File: config.mk
export PLATFORM = sky130hd
export DESIGN_NAME = seq_mult_s8x9
export DESIGN_NICKNAME = d
export VERILOG_FILES = /design/src/rtl/fft_pkg.sv /design/src/rtl/N_bit_adder.sv /design/src/rtl/booth4_recode.sv /design/src/rtl/pos_2_neg.sv /design/src/rtl/seq_mult_s8x9.sv
export SDC_FILE = /design/constraint.sdc
export NUM_CORES = 1
export LEC_CHECK = 0
export CAP_MARGIN = 20
export CORE_MARGIN = 3
export CORE_UTILIZATION = 40
export CTS_BUF_LIST = sky130_fd_sc_hd__clkbuf_2
export CTS_CLUSTER_DIAMETER = 80
export DETAILED_ROUTE_END_ITERATION = 10
export MAX_ROUTING_LAYER = met4
export PLACE_DENSITY = 0.59
export RECOVER_POWER = 50
export SYNTH_ARGS = -nofsm -noshare
export SYNTH_HDL_FRONTEND = slang
export SYNTH_HIERARCHICAL = 1
export SYNTH_SLANG_ARGS = --single-unit
File: constraint.sdc
create_clock -name clk -period 9.81 [get_ports clk]
set_input_delay 2.943 -clock clk [delete_from_list [all_inputs] [get_ports clk]]
set_output_delay 2.943 -clock clk [all_outputs]
set_load 0.01 [all_outputs]
File: src/rtl/fft_pkg.sv
// Shared FFT datapath constants and encodings for the twiddle multiplier.
// SEQ_MULT_BOOTH4_EN selects the radix-4 Booth iteration count.
package fft_pkg;

    localparam int MULT_A_W   = 8;
    localparam int MULT_B_W   = 9;
    localparam int MULT_P_W   = 17;
    localparam int MULT_CNT_W = 4;

    typedef enum logic {
        MULT_IDLE = 1'b0,
        MULT_CALC = 1'b1
    } mult_state_t;

    typedef enum logic [2:0] {
        BOOTH_ZERO = 3'd0,
        BOOTH_POS1 = 3'd1,
        BOOTH_POS2 = 3'd2,
        BOOTH_NEG1 = 3'd3,
        BOOTH_NEG2 = 3'd4
    } booth_sel_t;

`ifdef SEQ_MULT_BOOTH4_EN
    localparam int MULT_ITERS = 5;
`else
    localparam int MULT_ITERS = 9;
`endif

    localparam logic [MULT_CNT_W-1:0] MULT_LAST_ITER = MULT_CNT_W'(MULT_ITERS - 1);

endpackage

File: src/rtl/N_bit_adder.sv
// Generic N-bit modulo-2^N adder used for the multiplier accumulator.
module N_bit_adder #(
    parameter int N = 17
) (
    input  logic [N-1:0] a,
    input  logic [N-1:0] b,
    output logic [N-1:0] sum
);

    assign sum = a + b;

endmodule

File: src/rtl/booth4_recode.sv
// Radix-4 Booth recoder: maps {b[2i+1], b[2i], b[2i-1]} to a {0, +-1, +-2} digit select.
module booth4_recode
    import fft_pkg::*;
(
    input  logic [2:0]  bits,
    output booth_sel_t  sel
);

    always_comb begin
        sel = BOOTH_ZERO;
        case (bits)
            3'b001, 3'b010: sel = BOOTH_POS1;
            3'b011:         sel = BOOTH_POS2;
            3'b100:         sel = BOOTH_NEG2;
            3'b101, 3'b110: sel = BOOTH_NEG1;
            default:        sel = BOOTH_ZERO;
        endcase
    end

endmodule

File: src/rtl/pos_2_neg.sv
// Two's-complement negation: neg_val = -in_val modulo 2^N.
module pos_2_neg #(
    parameter int N = 17
) (
    input  logic [N-1:0] in_val,
    output logic [N-1:0] neg_val
);

    assign neg_val = ~in_val + 1'b1;

endmodule

File: src/rtl/seq_mult_s8x9.sv
// Sequential 8x9 signed multiplier with start/data_valid handshake, one multiplier bit per cycle.
// Define SEQ_MULT_BOOTH4_EN for a radix-4 Booth datapath (5 iterations instead of 9).
module seq_mult_s8x9
    import fft_pkg::*;
(
    input  logic                clk,
    input  logic                reset,
    input  logic                start,
    input  logic [MULT_A_W-1:0] input_0,
    input  logic [MULT_B_W-1:0] input_1,
    output logic [MULT_P_W-1:0] out,
    output logic                data_valid
);

    mult_state_t state;
    mult_state_t next_state;

    logic [MULT_CNT_W-1:0] cnt;
    logic [MULT_P_W-1:0]   mcand;
    logic [MULT_P_W-1:0]   neg_mcand;
    logic [MULT_P_W-1:0]   acc;
    logic [MULT_P_W-1:0]   addend;
    logic [MULT_P_W-1:0]   sum;
    logic [MULT_B_W-1:0]   mplier;
    logic                  accept;
    logic                  finish;

    always_ff @(posedge clk or posedge reset) begin
        if (reset) begin
            state <= MULT_IDLE;
        end else begin
            state <= next_state;
        end
    end

    // Completion drops straight back to IDLE so a start in the data_valid cycle is accepted.
    always_comb begin
        next_state = state;
        accept     = 1'b0;
        finish     = 1'b0;
        case (state)
            MULT_IDLE: begin
                if (start) begin
                    accept     = 1'b1;
                    next_state = MULT_CALC;
                end
            end
            MULT_CALC: begin
                if (cnt == MULT_LAST_ITER) begin
                    finish     = 1'b1;
                    next_state = MULT_IDLE;
                end
            end
            default: next_state = MULT_IDLE;
        endcase
    end

    always_ff @(posedge clk or posedge reset) begin
        if (reset) begin
            cnt        <= '0;
            acc        <= '0;
            mcand      <= '0;
            mplier     <= '0;
            out        <= '0;
            data_valid <= 1'b0;
        end else begin
            data_valid <= finish;
            if (accept) begin
                mcand  <= {{(MULT_P_W-MULT_A_W){input_0[MULT_A_W-1]}}, input_0};
                mplier <= input_1;
                acc    <= '0;
                cnt    <= '0;
            end else if (state == MULT_CALC) begin
                if (finish) begin
                    out <= sum;
                end else begin
                    acc <= sum;
                    cnt <= cnt + 1'b1;
                end
            end
        end
    end

    pos_2_neg #(.N(MULT_P_W)) u_neg (
        .in_val  (mcand),
        .neg_val (neg_mcand)
    );

    N_bit_adder #(.N(MULT_P_W)) u_add (
        .a   (acc),
        .b   (addend),
        .sum (sum)
    );

`ifdef SEQ_MULT_BOOTH4_EN
    logic [MULT_B_W+1:0] ext_b;
    logic [3:0]          shamt;
    logic [2:0]          triplet;
    booth_sel_t          sel;

    // Multiplier sign-extended to 10 bits with the implicit b[-1] = 0 appended below bit 0.
    assign ext_b   = {mplier[MULT_B_W-1], mplier, 1'b0};
    assign shamt   = {cnt[2:0], 1'b0};
    assign triplet = ext_b[shamt +: 3];

    booth4_recode u_recode (
        .bits (triplet),
        .sel  (sel)
    );

    always_comb begin
        addend = '0;
        case (sel)
            BOOTH_POS1: addend = mcand << shamt;
            BOOTH_POS2: addend = mcand << (shamt + 4'd1);
            BOOTH_NEG1: addend = neg_mcand << shamt;
            BOOTH_NEG2: addend = neg_mcand << (shamt + 4'd1);
            default:    addend = '0;
        endcase
    end
`else
    // The sign bit carries weight -2^8, so the last iteration subtracts instead of adds.
    always_comb begin
        addend = '0;
        if (mplier[cnt]) begin
            if (cnt == MULT_LAST_ITER) begin
                addend = neg_mcand << cnt;
            end else begin
                addend = mcand << cnt;
            end
        end
    end
`endif

endmodule
==> flow_summary_export.csv, run 1 <==
group,metric,value,unit
outcome,status,"complete, but fails checks",
outcome,violations,"capacitance limit, slew limit",
timing,final_max_slew_viol_count,96,
synth,syn_area,3980,um2
placement,finalWeightedCongestion,0.891,
setup_path,cpMaxStageDelayCell,"clkbuf_1",
routing,via_per_inst,5.57,
grt,gr-total-overflow,0,
job,cap_violations,2,
cts,cts_setup_buffers,0,
setup_path,cp.arrival,5740,ps
worst_hold_path,hold_class,"register to register",
timing,finalSetupViolCount,0,
placement,dpl.hpwl,6320,um
timing,slew_headroom,-107,%
grt,antenna_found_initial,0,
timing,worst_slew_pin_slew,3110,ps
setup_path,path_cells,"dlygate4sd3_1, clkinv_1, clkbuf_1",
cts,cts_buffer_depth,2,
routing,routed_wl,9060,um
setup_path,cp-end-kind,"asynchronous set/reset pin",
timing,period_share,59.1,%
routing,wire_per_inst,16.0,um
floorplan,dieHeight,106,um
floorplan,coreArea,9460,um2
cts,clk_pin_slew,160,ps
worst_hold_path,worstHoldStart,"mplier[6]$_DFFE_PP0P_",
synth,synth_fp_nets,447,
grt,grt_pass1_vias,3020,
cts,clk_latency,500,ps
setup_path,cp-start-kind,"input pin",
timing,clock-skew-final,23.3,ps
placement,io_buffers,37,
setup_path,reg2reg_slack,5040,ps
timing,rsz0062_at_grt,"false",
routing,first_iter_violations,208,
cells_and_area,antennaDiodeCount,0,
cts,cts_tree,"yes",
grt,grt_max_degree,58,
worst_hold_path,holdPathEnd,"mplier[6]$_DFFE_PP0P_",
setup_path,cpPeakStageDelay,2180,ps
grt,grt_usage,17.5,%
timing,hold_viol,0,
floorplan,num_rows,35,
routing,dr.pass1.iters,4,
setup_path,critPathKind,"input pin to asynchronous set/reset pin",
grt,grt_pass1_wl,15200,um
floorplan,dieArea,11200,um2
timing,clock.fmax,173,MHz
synth,postSynthCellCount,407,
routing,drc_errors,0,
cells_and_area,nNetsFinal,472,
timing,setup_tns,0,ps
synth,syn_area_per_cell,9.79,um2
floorplan,io_pins,38,
setup_path,reg2reg_to,"out[15]$_DFFE_PP0P_",
synth,ys_warn_count,6,
cts,ctsHoldBuffers,0,
floorplan,die_w,106,um
setup_path,reg2reg_from,"cnt[0]$_DFFE_PP0P_",
timing,min_period,5800,ps
setup_path,cp_max_fo,57,
setup_path,required,9750,ps
cts,numCtsBuffers,9,
setup_path,crit_start,"reset",
cts,cts_resized,0,
setup_path,ff2ff_path_depth,13,
routing,vias,3155,
cells_and_area,layout-drive-gt1-share,14.9,%
cts,cts.htree.levels,3,
cts,cts_root_buf,"clkbuf_2",
floorplan,initial_core_util,42.1,%
cts,cts_sinks,57,
routing,postRouteAntennaNets,0,
worst_hold_path,whs_path_depth,1,
cells_and_area,area_delta_synth_final,12.2,%
## cells in the final DEF, fill, tap and decap left out, drive strengths merged, types with 8 or more instances in the layout
master / n
a21o: 8
a21oi: 13
clkbuf: 14
clkdlybuf4s50: 35
dfrtp: 57
ha: 19
inv: 8
mux2: 38
mux2i: 17
nand2: 59
nand3: 21
nor2: 22
nor3: 10
o21ai: 17
xnor2: 14
## flip-flops by register name (all words and copies together) (netlist names)
register    cells
data_valid      1
mplier          9
cnt             4
mcand           8
state           1
out            17
acc            17
## how the worst max path moves through the flow
stage                     slack (ps)  depth (start not counted)                    end
after CTS                       5340                         13    out[15]$_DFFE_PP0P_
after floorplan                 5470                          1     acc[0]$_DFFE_PP0P_
after global placement          5430                          4  mplier[4]$_DFFE_PP0P_
after detailed placement        5360                         13    out[15]$_DFFE_PP0P_
after global routing            3330                          3    out[13]$_DFFE_PP0P_
final                           4010                          3    out[12]$_DFFE_PP0P_
## cell type report
| cell class | instances | area, um2 |
|---|---|---|
| multi-input cells | 315 | 2360 |
| flip-flops and latches | 57 | 1430 |
| repair buffers | 40 | 382 |
| fillers | 939 | 4990 |
| clock inverters | 5 | 46.3 |
| inverters | 9 | 33.8 |
| clock buffers | 11 | 55.1 |
| well taps | 129 | 161 |
## per-stage QoR
stage | setup WS, ps | util (%) | instances | hold WS, ps | cell area [um2]
final | 4010 | 47.2 | 566 | 521 | 4470
after global routing | 3330 | 47.2 | 566 | 551 | 4470
after CTS | 5340 | 47.5 | 566 | 525 | 4490
after detailed placement | 5360 | 46.4 | 550 | 490 | 4390
after global placement | 5430 | 46.4 | 550 | 486 | 4390
after floorplan | 5470 | - | 407 | 473 | 3980
## layer usage
metal	part of all wire, %	track usage (%)	vias up
met5	0	-	-
li1	-	-	1517
met3	4.2	4.04	16
met2	48	28.0	76
met4	1.8	5.46	0
met1	46	22.0	1546
## worst max-delay path, delay by kind of cell
family | cells | cell delay [ps]
buffers and inverters | 3 | 2750
Power of run 1 is not shown: default switching activity piles up to over one toggle a cycle in this logic, so the estimate is an artifact.
==> run 2, diff against run 1 <==
--- a/config.mk
+++ b/config.mk
@@ -12,7 +12,7 @@
 export CTS_CLUSTER_DIAMETER = 80
 export DETAILED_ROUTE_END_ITERATION = 10
 export MAX_ROUTING_LAYER = met4
-export PLACE_DENSITY = 0.59
+export PLACE_DENSITY = 0.61
 export RECOVER_POWER = 50
 export SYNTH_ARGS = -nofsm -noshare
 export SYNTH_HDL_FRONTEND = slang
==> constraint.sdc (replaced) <==
create_clock -name clk -period 5 [get_ports clk]
set_input_delay 1.5 -clock clk [delete_from_list [all_inputs] [get_ports clk]]
set_output_delay 1.5 -clock clk [all_outputs]
set_load 0.01 [all_outputs]
==> run 2 against run 1 <==
The flow still finishes with violations (capacitance limit, slew limit); clock skew up 6.2 ps; flip-flop and latch count unchanged; critical path depth rose by 12; final cell count rose by 0.53%; count of clock-buffer cells in the layout down 2; worst hold slack better by 4.7 ps; highest routed layer unchanged; utilization is 0.63 points higher; sequential share of layout area shrank 0.42 points; register-to-register slack got worse by 4300 ps; design area up 1.3%.
==> flow_summary_export.csv, run 2 (same netlist as run 1, synthesis figures left out) <==
group,metric,value,unit
setup_path,cpMaxStageDelayCell,"mux4_2",
placement,finalWeightedCongestion,0.977,
cts,clk_latency,490,ps
placement,dpl.hpwl,6630,um
setup_path,reg2reg_slack,780,ps
cells_and_area,multi_input_area,2370,um2
cells_and_area,area_delta_synth_final,13.7,%
routing,via_per_inst,5.47,
floorplan,dieArea,11200,um2
floorplan,num_rows,35,
setup_path,reg2reg_from,"mcand[0]$_DFFE_PP0P_",
timing,rsz0062_at_grt,"false",
routing,highest_layer,"met4",
outcome,violations,"capacitance limit, slew limit",
routing,first_iter_violations,164,
routing,postRouteAntennaNets,0,
grt,grt_max_degree,47,
job,cap_violations,1,
setup_path,cp-end-kind,"register",
grt,grt_pass1_vias,3064,
setup_path,endpoint,"out[15]$_DFFE_PP0P_",
timing,setup_tns,0,ps
cts,cts_root_buf,"clkbuf_2",
timing,min_period,4220,ps
timing,hold_ws,526,ps
setup_path,reg2reg_to,"out[15]$_DFFE_PP0P_",
setup_path,crit_start,"mcand[0]$_DFFE_PP0P_",
placement,placed_area,4420,um2
cts,cts_tree,"yes",
floorplan,dieHeight,106,um
setup_path,critPathKind,"register to register",
routing,met2WireLength,4590,um
floorplan,io_pins,38,
setup_path,path_cells,"inv_1, ha_1, nor2b_1, and3_1, xnor2_1, mux4_2, mux4_2, a22o_1, ha_1, and3_1, a211o_1, a211o_1, a31oi_1, xnor2_1, mux2_2",
timing,slew_headroom,-39.9,%
grt,grt_usage,17.4,%
cells_and_area,top_regs,"acc x17, out x17, mplier x9",
cells_and_area,register_area,1430,um2
routing,routed_wl,9100,um
routing,vias,3115,
cts,cts_sinks,57,
setup_path,ff2ff_path_depth,15,
timing,clock-skew-final,29.6,ps
cells_and_area,fillCellCount,942,
setup_path,cp_max_fo,9,
cts,numCtsBuffers,9,
timing,clock.fmax,237,MHz
cts,cts_resized,0,
cts,cts_setup_buffers,0,
routing,dr.pass1.iters,5,
setup_path,cpPeakStageDelay,500,ps
grt,gr-total-overflow,0,
routing,drc_errors,0,
cts,cts.htree.levels,3,
timing,setup_ws,777,ps
floorplan,die_w,106,um
floorplan,coreArea,9460,um2
timing,worst_slew_pin_slew,2100,ps
routing,wl_met1,4160,um
timing,final_max_slew_viol_count,40,
cts,cts_buffer_depth,2,
placement,io_buffers,37,
routing,route.met3.wl,284,um
cts,clk_pin_slew,180,ps
routing,wire_per_inst,16.0,um
timing,finalSetupViolCount,0,
outcome,status,"complete, but fails checks",
floorplan,initial_core_util,42.1,%
timing,period_share,84.5,%
setup_path,cp-start-kind,"register",
cells_and_area,layout-drive-gt1-share,16.4,%
cells_and_area,nNetsFinal,476,
placement,post-place-ws,813,ps
cts,ctsHoldBuffers,0,
cells_and_area,fin_area,4530,um2
cells_and_area,mostFrequentLayoutCell,"nand2_1",
cells_and_area,mostFrequentLayoutCells,"nand2_1 (59), dfrtp_1 (57), mux2_2 (38), clkdlybuf4s50_1 (35), nor2_1 (22)",
cells_and_area,antennaDiodeCount,0,
grt,grt_pass1_wl,15200,um
setup_path,cp.arrival,4610,ps
timing,hold_viol,0,
setup_path,required,5380,ps
grt,antenna_found_initial,0,
worst_hold_path,hold_class,"register to register",
run 2: cell types whose count changed in the layout (fill, tap and decap cells not counted), sizes merged:
| cell | before | now |
|---|---|---|
| buf | 0 | 4 |
| clkinv | 5 | 2 |
| clkinvlp | 0 | 3 |
| clkbuf | 14 | 12 |
| inv | 8 | 9 |
run 2: cell type report:
type,count,area share [%]
flip-flops and latches,57,31.5
multi-input cells,315,52.5
well taps,129,3.57
clock inverters,6,1.55
inverters,9,0.746
clock buffers,9,0.995
repair buffers,44,9.18
run 2: per-layer routing:
| metal | up-vias | global-route usage (%) |
|---|---|---|
| li1 | 1528 | - |
| met1 | 1523 | 21.5 |
| met2 | 54 | 29.7 |
| met3 | 10 | 3.74 |
| met4 | 0 | 3.52 |
| met5 | - | - |
run 2: worst min-delay path by stage:
stage                          start               endpoint  slack, ps  depth (start not counted)
3_3_place_gp   mplier[4]$_DFFE_PP0P_  mplier[4]$_DFFE_PP0P_        480                          1
5_1_grt          acc[11]$_DFFE_PP0P_    acc[11]$_DFFE_PP0P_        550                          2
6_report         out[14]$_DFFE_PP0P_    out[14]$_DFFE_PP0P_        530                          1
4_1_cts          out[12]$_DFFE_PP0P_    out[12]$_DFFE_PP0P_        530                          1
2_1_floorplan     acc[9]$_DFFE_PP0P_     acc[9]$_DFFE_PP0P_        470                          2
3_5_place_dp     out[12]$_DFFE_PP0P_    out[12]$_DFFE_PP0P_        490                          1
run 2: through the flow:
stage                     cells  utilization [%]
after global routing        569             47.9
after global placement      552             46.6
after floorplan             407                -
after detailed placement    553             46.7
final                       569             47.9
after CTS                   568             47.9
run 2: critical path, delay by kind of cell, from the launching register on:
kind,cells,cell delay (ps)
xor+xnor,2,230
buf+inv,1,70
mux,3,1250
fa+ha+maj,2,590
simple gates,3,530
compound gates,4,990
flops,1,480
Power of run 2 is left out for the same reason.
